## src/rtl/pipeline_pkg.sv

```systemverilog
// Shared pipeline definitions: datapath width defaults and load-type encodings
// used by the MEM and WB stages.
package pipeline_pkg;

  localparam int DATA_W_DEFAULT     = 32;
  localparam int REG_ADDR_W_DEFAULT = 5;

  typedef enum logic [2:0] {
    LT_LW  = 3'b000,
    LT_LB  = 3'b001,
    LT_LBU = 3'b010,
    LT_LH  = 3'b011,
    LT_LHU = 3'b100
  } load_type_e;

endpackage

```

## src/rtl/load_extract.sv

```systemverilog
// Little-endian byte/halfword selection with sign or zero extension for loads.
// Purely combinational so the MEM-stage forwarding path can share it.
module load_extract
  import pipeline_pkg::*;
#(
  parameter int DATA_W = DATA_W_DEFAULT
) (
  input  logic [DATA_W-1:0] readData,
  input  logic [1:0]        addrLow,
  input  logic [2:0]        loadType,
  output logic [DATA_W-1:0] extData
);

  logic [7:0]  byte_sel;
  logic [15:0] half_sel;

  always_comb begin
    byte_sel = readData[{addrLow, 3'b000} +: 8];
    // Halfword loads are assumed aligned, so addrLow[0] plays no part.
    half_sel = readData[{addrLow[1], 4'b0000} +: 16];
    case (loadType)
      LT_LB:   extData = {{(DATA_W-8){byte_sel[7]}}, byte_sel};
      LT_LBU:  extData = {{(DATA_W-8){1'b0}}, byte_sel};
      LT_LH:   extData = {{(DATA_W-16){half_sel[15]}}, half_sel};
      LT_LHU:  extData = {{(DATA_W-16){1'b0}}, half_sel};
      default: extData = readData;
    endcase
  end

endmodule

```

## src/rtl/mem_wb_stage.sv

```systemverilog
// MEM/WB pipeline register with load extraction, write-back mux and a
// retired-instruction counter feeding the register file and forwarding unit.
module mem_wb_stage
  import pipeline_pkg::*;
#(
  parameter int DATA_W     = DATA_W_DEFAULT,
  parameter int REG_ADDR_W = REG_ADDR_W_DEFAULT
) (
  input  logic                  clk,
  input  logic                  rst_n,
  input  logic                  stall_i,
  input  logic                  flush_i,
  input  logic                  mem_valid,
  input  logic                  mem_regWrite,
  input  logic                  mem_memToReg,
  input  logic [2:0]            mem_loadType,
  input  logic [1:0]            mem_addrLow,
  input  logic [DATA_W-1:0]     mem_aluResult,
  input  logic [DATA_W-1:0]     mem_readData,
  input  logic [REG_ADDR_W-1:0] mem_writeReg,
  output logic [DATA_W-1:0]     outMuxWb,
  output logic                  wb_regWrite,
  output logic [REG_ADDR_W-1:0] wb_writeReg,
  output logic                  wb_valid,
  output logic [31:0]           instret
);

  logic                  valid_q, valid_d;
  logic                  reg_write_q, reg_write_d;
  logic                  mem_to_reg_q, mem_to_reg_d;
  logic [2:0]            load_type_q, load_type_d;
  logic [1:0]            addr_low_q, addr_low_d;
  logic [DATA_W-1:0]     alu_result_q, alu_result_d;
  logic [DATA_W-1:0]     read_data_q, read_data_d;
  logic [REG_ADDR_W-1:0] write_reg_q, write_reg_d;
  logic [31:0]           instret_q, instret_d;
  logic [DATA_W-1:0]     load_data;

  always_comb begin
    // NOTE: every next-state signal defaults to its held value first, so no path leaves one unassigned and no latch is inferred.
    valid_d      = valid_q;
    reg_write_d  = reg_write_q;
    mem_to_reg_d = mem_to_reg_q;
    load_type_d  = load_type_q;
    addr_low_d   = addr_low_q;
    alu_result_d = alu_result_q;
    read_data_d  = read_data_q;
    write_reg_d  = write_reg_q;
    instret_d    = instret_q;

    if (flush_i) begin
      valid_d     = 1'b0;
      reg_write_d = 1'b0;
    end else if (!stall_i) begin
      valid_d      = mem_valid;
      reg_write_d  = mem_regWrite;
      mem_to_reg_d = mem_memToReg;
      load_type_d  = mem_loadType;
      addr_low_d   = mem_addrLow;
      alu_result_d = mem_aluResult;
      read_data_d  = mem_readData;
      write_reg_d  = mem_writeReg;
    end

    // Counts the instruction leaving WB, so a flush on the same edge does not cancel it.
    if (valid_q && !stall_i) begin
      instret_d = instret_q + 32'd1;
    end
  end

  always_ff @(posedge clk) begin
    // NOTE: state registers use non-blocking assignments so all of them update from the same pre-edge values.
    if (!rst_n) begin
      valid_q      <= 1'b0;
      reg_write_q  <= 1'b0;
      mem_to_reg_q <= 1'b0;
      load_type_q  <= '0;
      addr_low_q   <= '0;
      alu_result_q <= '0;
      read_data_q  <= '0;
      write_reg_q  <= '0;
      instret_q    <= '0;
    end else begin
      valid_q      <= valid_d;
      reg_write_q  <= reg_write_d;
      mem_to_reg_q <= mem_to_reg_d;
      load_type_q  <= load_type_d;
      addr_low_q   <= addr_low_d;
      alu_result_q <= alu_result_d;
      read_data_q  <= read_data_d;
      write_reg_q  <= write_reg_d;
      instret_q    <= instret_d;
    end
  end

  load_extract #(.DATA_W(DATA_W)) u_load_extract (
    .readData (read_data_q),
    .addrLow  (addr_low_q),
    .loadType (load_type_q),
    .extData  (load_data)
  );

  assign outMuxWb    = mem_to_reg_q ? load_data : alu_result_q;
  assign wb_regWrite = reg_write_q && valid_q && (write_reg_q != '0);
  assign wb_writeReg = write_reg_q;
  assign wb_valid    = valid_q;
  assign instret     = instret_q;

endmodule

```

## config.mk

```make
export PLATFORM = sky130hd
export DESIGN_NAME = mem_wb_stage
export DESIGN_NICKNAME = d
export VERILOG_FILES = /design/src/rtl/pipeline_pkg.sv /design/src/rtl/load_extract.sv /design/src/rtl/mem_wb_stage.sv
export SDC_FILE = /design/constraint.sdc
export NUM_CORES = 1
export LEC_CHECK = 0
export ABC_AREA = 1
export CAP_MARGIN = 10
export CORE_UTILIZATION = 40
export DETAILED_ROUTE_END_ITERATION = 10
export PLACE_DENSITY = 0.7
export SYNTH_ARGS = -nofsm -noshare
export SYNTH_HDL_FRONTEND = slang
export SYNTH_SLANG_ARGS = --single-unit
```

## constraint.sdc

```tcl
create_clock -name clk -period 1.5 [get_ports clk]
set_clock_uncertainty 0.05 [all_clocks]
set_input_delay 0.225 -clock clk [delete_from_list [all_inputs] [get_ports clk]]
set_output_delay 0.225 -clock clk [all_outputs]
set_load 0.02 [all_outputs]
```

==> flow_summary.toml, run 1 <==
[clock_network]
ctsLongestPathBuffers = 2
h_tree_depth = 3
tritoncts.num_buffers = 9
clk_root_buffer_cell = "sky130_fd_sc_hd__clkbuf_16"
cts_sink_cnt = 109
cts_tree = "built"
path_clk_slew_ns = 0.08
clock_insertion_delay_worst_skew_ns = 0.36
cts.hold.buffers_added = 0

[logic_synthesis]
synth.net_count = 937
yosys.area.top_type = "sky130_fd_sc_hd__dfxtp_1"
yosys-top-cells-count = "sky130_fd_sc_hd__nor2_1, sky130_fd_sc_hd__nand2_1, sky130_fd_sc_hd__dfxtp_1"
yosys.cell_types.count = 37
post_synth_inst_count = 855
postSynth.asyncResetShare_pct = 0
synth-main-ff-cell = "sky130_fd_sc_hd__dfxtp_1"
synth_top_cells_by_area = "sky130_fd_sc_hd__dfxtp_1, sky130_fd_sc_hd__nor2_1, sky130_fd_sc_hd__nand2_1"
synth_enable_flop_cells = 0
ys_ff_latch = 109
seq_area_frac_synth_pct = 39.0
mappedNetlistArea_um2 = 5590
synth_top_area_share_pct = 39.0
ys.warnings.count = 0
synthMostInstantiatedCell = "sky130_fd_sc_hd__nor2_1"
syn_area_per_cell_um2 = 6.54

[route]
final_routed_wire_length_divided_by_cell_count_um = 15.0
remaining_drc_errors = 0
drt_iter0_markers = 466
num_vias = 6515
post_drt_via_cell_ratio = 5.13
ant_nets = 0
drt-pass1-iter-count = 5
wl_um = 19100

[timing]
max-slew-margin-rel_pct = 77.7
final.setup.worst_slack_ns = -0.579
fmax_mhz = 481
setup_repair_after_global_routing_missed_its_margin = "true"
worst_pin_slew_ns = 0.332
fin_hold_ws_ns = 0.180
layout_min_cycle_time_ns = 2.08
final-hold-violation-count = 0
final_max_slew_viol_count = 0
final_worst_path_cycle_share_pct = 139
finalSetupViolCount = 33

[grt]
globalRouteMet2Util_pct = 40.8
grt_max_degree = 57
grt_use_met3_pct = 6.18
grt-ovfl-total = 0
first_global_vias = 5817
first_pass_grt_wire_length_um = 29400
globalRouteTotalUtil_pct = 25.9
met1_usage_pct = 35.3
grt.busiest_layer = "met2"
number_of_antenna_violations_at_the_first_check_in_global_routing = 0

[worst_hold_path]
min_path_cells = 4
hold_path_endpoint = "wb_valid$_SDFFE_PP0N_"
hp-class = "input pin to flip-flop"
hold_start = "rst_n"

[power_and_ir_drop]
pwr-share-clk_pct = 33.4
max-vdd-ir-drop_mv = 0.693
p_int_uw = 5360
net_switching_component_of_the_power_uw = 2200
total_leakage_power_uw = 0.00402
power_frac_seq_pct = 41.4
power.density_cell_area_nw_per_um2 = 829
p_sw_share_pct = 29.2
combPwrFrac_pct = 25.2

[die]
floorplan.initialDensity_pct = 41.6
rows = 42
chipWidth_um = 120
design.die.area_um2 = 14500
die_h_um = 120
ios = 152
coreArea_um2 = 13500

[critical_path]
critical_path_peak_fanout = 5
slowest_delay_ns = 0.40
crit_arrival_ns = 1.80
worst_r2r_path_depth = 8
worst_ep_required_time_ns = 1.22
most_frequent_cp_cell = "sky130_fd_sc_hd__nand2_1"
path_class = "flip-flop to primary output"
critPathCaptureType = "primary output"
ordered_cell_list_for_the_critical_path = "inv_4 -> nand3_4 -> nand2_4 -> nor2_4 -> buf_6 -> buf_16 -> a21oi_2 -> nand2_1 -> nand2_1 -> nand2_1 -> buf_6"
critical_path.reg2reg.startpoint = "instret[1]$_SDFFE_PN0P_"
rrSetupSlack_ns = 0
cpMaxStageDelayCell = "sky130_fd_sc_hd__dfxtp_4"
critical_path.reg2reg.endpoint = "instret[30]$_SDFFE_PN0P_"
critical_path.startpoint_type = "flip-flop"

[final_layout]
layout.cells.non_filler = 1271
insertedDiodeCount = 0
post_route_cells_drive_above_1_share_pct = 30.5
syn2layout_area_growth_pct = 63.1
final_nets = 1172
layout_utilization_pct = 67.8

[place]
dp.final_hpwl_um = 12900
gp_congestion = 0.898
post-place-cells = 1237
pre_cts_slack_ns = -0.632
portBuffers = 151

[status]
failing_checks = "setup timing"
result_of_the_run = "finished, violations left"

[job]
timing.max_cap.violations = 0
worst max-delay path: cells and delay by family (launching register included):
family | cells | cell delay, ns
DFF | 1 | 0.40
buffers and inverters | 4 | 0.47
and+or+nand+nor | 6 | 0.55
AOI/OAI and AO/OA | 1 | 0.04
metal layers:
layer	part of all wire, %	wire [um]
met1	45	8560
met2	46	8790
met3	6.9	1320
met4	2.0	390
met5	0	0
worst max-delay path by stage:
stage | slack, ns | endpoint | from | depth (start not counted)
after CTS | -0.54 | outMuxWb[12] | load_type_q[2]$_SDFFE_PN0P_ | 11
after global placement | -0.59 | outMuxWb[1] | addr_low_q[1]$_SDFFE_PN0P_ | 8
after global routing | -0.67 | outMuxWb[15] | load_type_q[0]$_SDFFE_PN0P_ | 11
after detailed placement | -0.63 | outMuxWb[21] | addr_low_q[1]$_SDFFE_PN0P_ | 9
after floorplan | -0.07 | outMuxWb[21] | addr_low_q[1]$_SDFFE_PN0P_ | 9
final | -0.58 | outMuxWb[15] | load_type_q[0]$_SDFFE_PN0P_ | 11
cells by family (layout without fill, tap and decap cells):
kind of cell | after synthesis | after routing | synth area share (%)
compound gates | 179 | 179 | 16.6
flops | 109 | 109 | 39.0
fa+ha+maj | 1 | 1 | 0.224
simple gates | 453 | 453 | 35.6
buf+inv | 111 | 351 | 8.32
xor+xnor | 2 | 2 | 0.313
cells in the final DEF (no fill, tap or decap), types with 9 or more instances in the layout:
cell type	count
sky130_fd_sc_hd__nor2_1	204
sky130_fd_sc_hd__nand2_1	111
sky130_fd_sc_hd__buf_4	102
sky130_fd_sc_hd__dfxtp_1	86
sky130_fd_sc_hd__o21ai_0	82
sky130_fd_sc_hd__clkdlybuf4s50_1	78
sky130_fd_sc_hd__inv_1	55
sky130_fd_sc_hd__a21oi_1	39
sky130_fd_sc_hd__dlygate4sd2_1	36
sky130_fd_sc_hd__buf_6	34
sky130_fd_sc_hd__nand4_1	22
sky130_fd_sc_hd__nand2_2	20
sky130_fd_sc_hd__dfxtp_2	17
sky130_fd_sc_hd__nand3_1	16
sky130_fd_sc_hd__nand3_2	16
sky130_fd_sc_hd__a21oi_4	15
sky130_fd_sc_hd__nor2_2	15
sky130_fd_sc_hd__a21oi_2	14
sky130_fd_sc_hd__nor2_4	13
sky130_fd_sc_hd__o21ai_1	9
sky130_fd_sc_hd__clkbuf_16	9
final cells by class:
cell class | count | area (um^2)
Sequential cell | 109 | 2230
Inverter | 69 | 280
Clock inverter | 4 | 53.8
Tap cell | 176 | 220
Timing Repair Buffer | 265 | 2520
Fill cell | 1161 | 4330
Timing Repair inverter | 1 | 16.3
Multi-Input combinational cell | 635 | 3550
Clock buffer | 12 | 256
state kept, by name (all words and copies together) (netlist names):
| signal | count |
|---|---|
| read_data_q | 32 |
| addr_low_q | 2 |
| mem_to_reg_q | 1 |
| wb_valid | 1 |
| alu_result_q | 32 |
| wb_writeReg | 5 |
| reg_write_q | 1 |
| load_type_q | 3 |
| instret | 32 |
repair_timing:
| item | 4_1_cts | 5_1_grt |
|---|---|---|
| gates resized for setup | 322 | 58 |
| endpoints found under the setup margin | 80 | 52 |
| gates cloned | 4 | 0 |
| pin swaps | 32 | 23 |
| setup buffers | 8 | 7 |
stage by stage:
stage | TNS [ns] | power (uW) | area, um^2
floorplan | -0.606 | 4010 | 5830
global placement | -29.76 | 4800 | 8190
detailed placement | -32.37 | 4810 | 8190
CTS | -16.20 | 7560 | 8920
global route | -19.69 | 7870 | 9120
finish | -16.74 | 7560 | 9120
power groups by stage:
stage	logic [uW]	clock network, uW	registers, uW
2_1_floorplan	836	0	3180
3_3_place_gp	1620	0	3180
3_5_place_dp	1630	0	3180
4_1_cts	1860	2570	3130
6_report	1900	2530	3130
5_1_grt	2030	2680	3150
Note: power is estimated with default switching activity, not from simulation.
==> inputs of run 2 (changes only) <==
- CTS_BUF_LIST: unset -> sky130_fd_sc_hd__clkbuf_8
==> flow_summary.toml, run 2 (synthesis gave the netlist of run 1 again) <==
[place]
gp_congestion = 0.898
dp.final_hpwl_um = 12900
pre_cts_slack_ns = -0.632
portBuffers = 151
post-place-cells = 1237

[status]
failing_checks = "setup timing"
result_of_the_run = "finished, violations left"

[route]
final_routed_wire_length_divided_by_cell_count_um = 14.7
wl_um = 18700
drt_iter0_markers = 404
ant_nets = 0
num_vias = 6449
remaining_drc_errors = 0
post_drt_via_cell_ratio = 5.06
drt-pass1-iter-count = 5

[clock_network]
cts_tree = "built"
h_tree_depth = 3
path_clk_slew_ns = 0.11
cts.hold.buffers_added = 0
clk_root_buffer_cell = "sky130_fd_sc_hd__clkbuf_8"
tritoncts.num_buffers = 9
cts_sink_cnt = 109
ctsLongestPathBuffers = 2
clock_insertion_delay_worst_skew_ns = 0.40

[critical_path]
rrSetupSlack_ns = 0.02
cpMaxStageDelayCell = "sky130_fd_sc_hd__dfxtp_4"
critical_path.startpoint_type = "flip-flop"
critical_path.reg2reg.endpoint = "instret[14]$_SDFFE_PN0P_"
slowest_delay_ns = 0.38
critPathCaptureType = "primary output"
worst_r2r_path_depth = 7
cp-endpoint = "outMuxWb[24]"
ordered_cell_list_for_the_critical_path = "buf_12 -> nand3_4 -> nand2_4 -> nor2_4 -> buf_6 -> clkbuf_16 -> a21oi_2 -> a21oi_4 -> buf_6"
worst_ep_required_time_ns = 1.22
critical_path_peak_fanout = 5
most_frequent_cp_cell = "sky130_fd_sc_hd__buf_6"
path_class = "flip-flop to primary output"
cp-startpoint = "load_type_q[2]$_SDFFE_PN0P_"
crit_arrival_ns = 1.88
critical_path.reg2reg.startpoint = "instret[1]$_SDFFE_PN0P_"

[final_layout]
layout.cells.non_filler = 1275
post_route_cells_drive_above_1_share_pct = 31.6
layout_utilization_pct = 67.0
final_nets = 1176
insertedDiodeCount = 0
fillCellCount = 1169
syn2layout_area_growth_pct = 61.3
mostFrequentLayoutCell = "sky130_fd_sc_hd__nor2_1"
layout.cells.most_common_list = "sky130_fd_sc_hd__nor2_1, sky130_fd_sc_hd__nand2_1, sky130_fd_sc_hd__buf_4"

[timing]
fmax_mhz = 464
final_max_slew_viol_count = 0
setup_repair_after_global_routing_missed_its_margin = "true"
layout_min_cycle_time_ns = 2.16
worst_pin_slew_ns = 0.337
finalSetupTns_ns = -19.04
max-slew-margin-rel_pct = 77.3
final_worst_path_cycle_share_pct = 144
final-hold-violation-count = 0
final.setup.worst_slack_ns = -0.656
finalSetupViolCount = 33

[die]
rows = 42
ios = 152
die_h_um = 120
coreArea_um2 = 13500
chipWidth_um = 120
floorplan.initialDensity_pct = 41.6
design.die.area_um2 = 14500

[grt]
grt-ovfl-total = 0
first_pass_grt_wire_length_um = 28700
globalRouteTotalUtil_pct = 25.3
grt_max_degree = 57
number_of_antenna_violations_at_the_first_check_in_global_routing = 0
first_global_vias = 5684

[job]
timing.max_cap.violations = 0

[power_and_ir_drop]
max-vdd-ir-drop_mv = 0.600
report.power.total_uw = 6940
total_leakage_power_uw = 0.00388
power.density_cell_area_nw_per_um2 = 769

[worst_hold_path]
hp-class = "input pin to flip-flop"
run 2: cell count changes in the layout (fill, tap and decap cells not counted), sizes merged:
cell | before | now
dlygate4sd2 | 36 | 12
clkdlybuf4s15 | 1 | 17
clkbuf | 13 | 21
buf | 148 | 151
clkdlybuf4s50 | 78 | 79
clkinv | 1 | 2
dlymetal6s2s | 1 | 0
run 2: worst min path at each step:
stage	from	to	slack, ns	cells after the start
floorplan	stall_i	wb_valid$_SDFFE_PP0N_	0.27	1
global placement	reg_write_q$_SDFFE_PP0N_	reg_write_q$_SDFFE_PP0N_	0.39	2
detailed placement	reg_write_q$_SDFFE_PP0N_	reg_write_q$_SDFFE_PP0N_	0.39	2
CTS	rst_n	wb_valid$_SDFFE_PP0N_	0.12	4
global route	rst_n	wb_valid$_SDFFE_PP0N_	0.12	4
finish	rst_n	wb_valid$_SDFFE_PP0N_	0.13	4
run 2: worst max-delay path, delay by kind of cell, from the launching register on:
kind,cells,cell delay [ns]
compound gates,2,0.22
buf+inv,4,0.55
flops,1,0.38
simple gates,3,0.34
run 2: where the power goes:
| part | internal [uW] | total (uW) | switching [uW] |
|---|---|---|---|
| registers | 3030 | 3120 | 98.1 |
| logic | 924 | 1890 | 965 |
| clock network | 864 | 1920 | 1060 |
run 2: through the flow:
stage,hold slack [ns],instance area (um^2)
2_1_floorplan,0.267,5830
3_3_place_gp,0.391,8190
3_5_place_dp,0.393,8190
4_1_cts,0.117,8710
5_1_grt,0.119,9020
6_report,0.131,9020
run 2: per-layer routing:
layer | up-vias | GRT usage, % | part of all wire (%)
met1 | 2986 | 34.9 | 47
met3 | 25 | 6.08 | 5.9
li1 | 3246 | - | -
met4 | 0 | 6.87 | 1.9
met2 | 192 | 39.2 | 46
met5 | - | 0 | 0
run 2: area by class of cell:
class / count / area (um^2) / area share [%]
sequential: 109 / 2230 / 24.8
inverter: 69 / 280 / 3.11
multi-input combinational: 635 / 3530 / 39.2
clock inverter: 5 / 57.6 / 0.638
timing repair inverter: 1 / 8.76 / 0.0971
clock buffer: 11 / 151 / 1.68
timing repair buffer: 269 / 2530 / 28.1
tap: 176 / 220 / 2.44
run 2: repair_timing:
item	4_1_cts	5_1_grt
endpoints found under the setup margin	81	78
setup buffers	10	9
gates resized for setup	310	93
gates cloned	2	2
pin swaps	23	17
endpoints found under the hold margin	0	0
==> inputs of run 3 (changes only) <==
- SKIP_LAST_GASP: unset -> 1
==> flow_summary.toml, run 3 (synthesis gave the netlist of run 1 again) <==
[status]
result_of_the_run = "finished, violations left"
failing_checks = "setup timing"

[clock_network]
tritoncts.num_buffers = 9
cts_tree = "built"
cts_sink_cnt = 109
clk_root_buffer_cell = "sky130_fd_sc_hd__clkbuf_8"
path_clk_slew_ns = 0.11
h_tree_depth = 3
ctsLongestPathBuffers = 2
clock_insertion_delay_worst_skew_ns = 0.40

[route]
post_drt_via_cell_ratio = 5.05
remaining_drc_errors = 0
drt-pass1-iter-count = 5
drt_iter0_markers = 409
num_vias = 6439
final_routed_wire_length_divided_by_cell_count_um = 14.7
ant_nets = 0
wl_um = 18700

[critical_path]
cpLargestDelayFamily = "buffers and inverters"
cpMaxStageDelayCell = "sky130_fd_sc_hd__dfxtp_4"
worst_ep_required_time_ns = 1.22
critPathCaptureType = "primary output"
slowest_delay_ns = 0.38
critical_path_peak_fanout = 5
ordered_cell_list_for_the_critical_path = "buf_12 -> nand3_4 -> nand2_4 -> nor2_4 -> buf_6 -> clkbuf_16 -> a21oi_4 -> a21oi_4 -> buf_6"
path_class = "flip-flop to primary output"
cp-startpoint = "load_type_q[2]$_SDFFE_PN0P_"
critical_path.reg2reg.startpoint = "instret[1]$_SDFFE_PN0P_"
crit_arrival_ns = 1.88
timing.critical_path.buf_inv = 4
critical_path.startpoint_type = "flip-flop"

[final_layout]
post_route_cells_drive_above_1_share_pct = 30.5
fillCellCount = 1197
syn2layout_area_growth_pct = 60.1
layout.cells.most_common_list = "sky130_fd_sc_hd__nor2_1, sky130_fd_sc_hd__nand2_1, sky130_fd_sc_hd__buf_4"
mostFrequentLayoutCell = "sky130_fd_sc_hd__nor2_1"
insertedDiodeCount = 0
layout_utilization_pct = 66.5
design_area_um2 = 8950
area_of_the_multi_input_gates_um2 = 3500
area.sequential_um2 = 2230
final_nets = 1176

[place]
dp.final_hpwl_um = 12900
portBuffers = 151
postPlaceCellArea_um2 = 8190
pre_cts_slack_ns = -0.632
gp_congestion = 0.898

[power_and_ir_drop]
total_leakage_power_uw = 0.00386
power.density_cell_area_nw_per_um2 = 772
max-vdd-ir-drop_mv = 0.600
report.power.total_uw = 6910

[die]
rows = 42
coreArea_um2 = 13500
ios = 152
floorplan.initialDensity_pct = 41.6
design.die.area_um2 = 14500
die_h_um = 120
chipWidth_um = 120

[grt]
number_of_antenna_violations_at_the_first_check_in_global_routing = 0
globalRouteTotalUtil_pct = 25.2
first_global_vias = 5671
grt_max_degree = 57
first_pass_grt_wire_length_um = 28600
grt-ovfl-total = 0

[timing]
setup_repair_after_global_routing_missed_its_margin = "true"
final_max_slew_viol_count = 0
layout_min_cycle_time_ns = 2.16
final-hold-violation-count = 0
final_worst_path_cycle_share_pct = 144
fmax_mhz = 463
worst_pin_slew_ns = 0.321
final.setup.worst_slack_ns = -0.659
finalSetupViolCount = 33
max-slew-margin-rel_pct = 78.4

[job]
timing.max_cap.violations = 0

[worst_hold_path]
hold_start = "rst_n"
hp-class = "input pin to flip-flop"
-- run 3: cell count changes in the layout (fill, tap and decap cells not counted), sizes merged --
cell           change
dlygate4sd2        +1
clkdlybuf4s15      -1
-- run 3: path summary, 6_finish.rpt --
kind	end	slack, ns	depth (start not counted)
hold / removal	wb_valid$_SDFFE_PP0N_	0.13	4
setup / recovery	outMuxWb[26]	-0.66	9
setup reg to reg	instret[14]$_SDFFE_PN0P_	0.02	7
hold reg to reg	reg_write_q$_SDFFE_PP0N_	0.42	2
-- run 3: power breakdown --
part	switching (uW)	internal [uW]
combinational	953	903
clock	1070	864
sequential	96.8	3030
-- run 3: cell type report --
type / instances / area share, %
Multi-Input combinational cell: 635 / 39.1
Inverter: 69 / 3.13
Sequential cell: 109 / 24.9
Timing Repair inverter: 1 / 0.0979
Clock inverter: 5 / 0.643
Timing Repair Buffer: 269 / 28.0
Clock buffer: 11 / 1.69
Tap cell: 176 / 2.46
-- run 3: metal layers --
metal  track usage (%)  routed length [um]
met5                 0                   0
met4              6.87                 337
met3              6.13                1330
met2              39.2                8470
met1              34.7                8580
-- run 3: what timing repair did --
action	in CTS	in global routing
pin swaps	22	16
endpoints found under the setup margin	81	78
resized for setup	296	84
hold buffers	0	0
cloned	2	2
buffers inserted	10	9
-- run 3: worst register-to-register path, cell delays in order (launching register included) --
cell                      delay [ns]
sky130_fd_sc_hd__dfxtp_4        0.38
sky130_fd_sc_hd__ha_4           0.14
sky130_fd_sc_hd__nand3_4        0.11
sky130_fd_sc_hd__nor2_4         0.18
sky130_fd_sc_hd__nand2_4        0.09
sky130_fd_sc_hd__nor2_4         0.23
sky130_fd_sc_hd__nand2_1        0.06
sky130_fd_sc_hd__nor3b_2        0.15
-- run 3: metrics by stage --
step	TNS [ns]	std cells	hold WS, ns
2_1_floorplan	-0.606	855	0.267
3_3_place_gp	-29.76	1237	0.391
3_5_place_dp	-32.37	1237	0.393
4_1_cts	-19.26	1265	0.117
5_1_grt	-23.08	1275	0.119
6_report	-19.48	1275	0.126
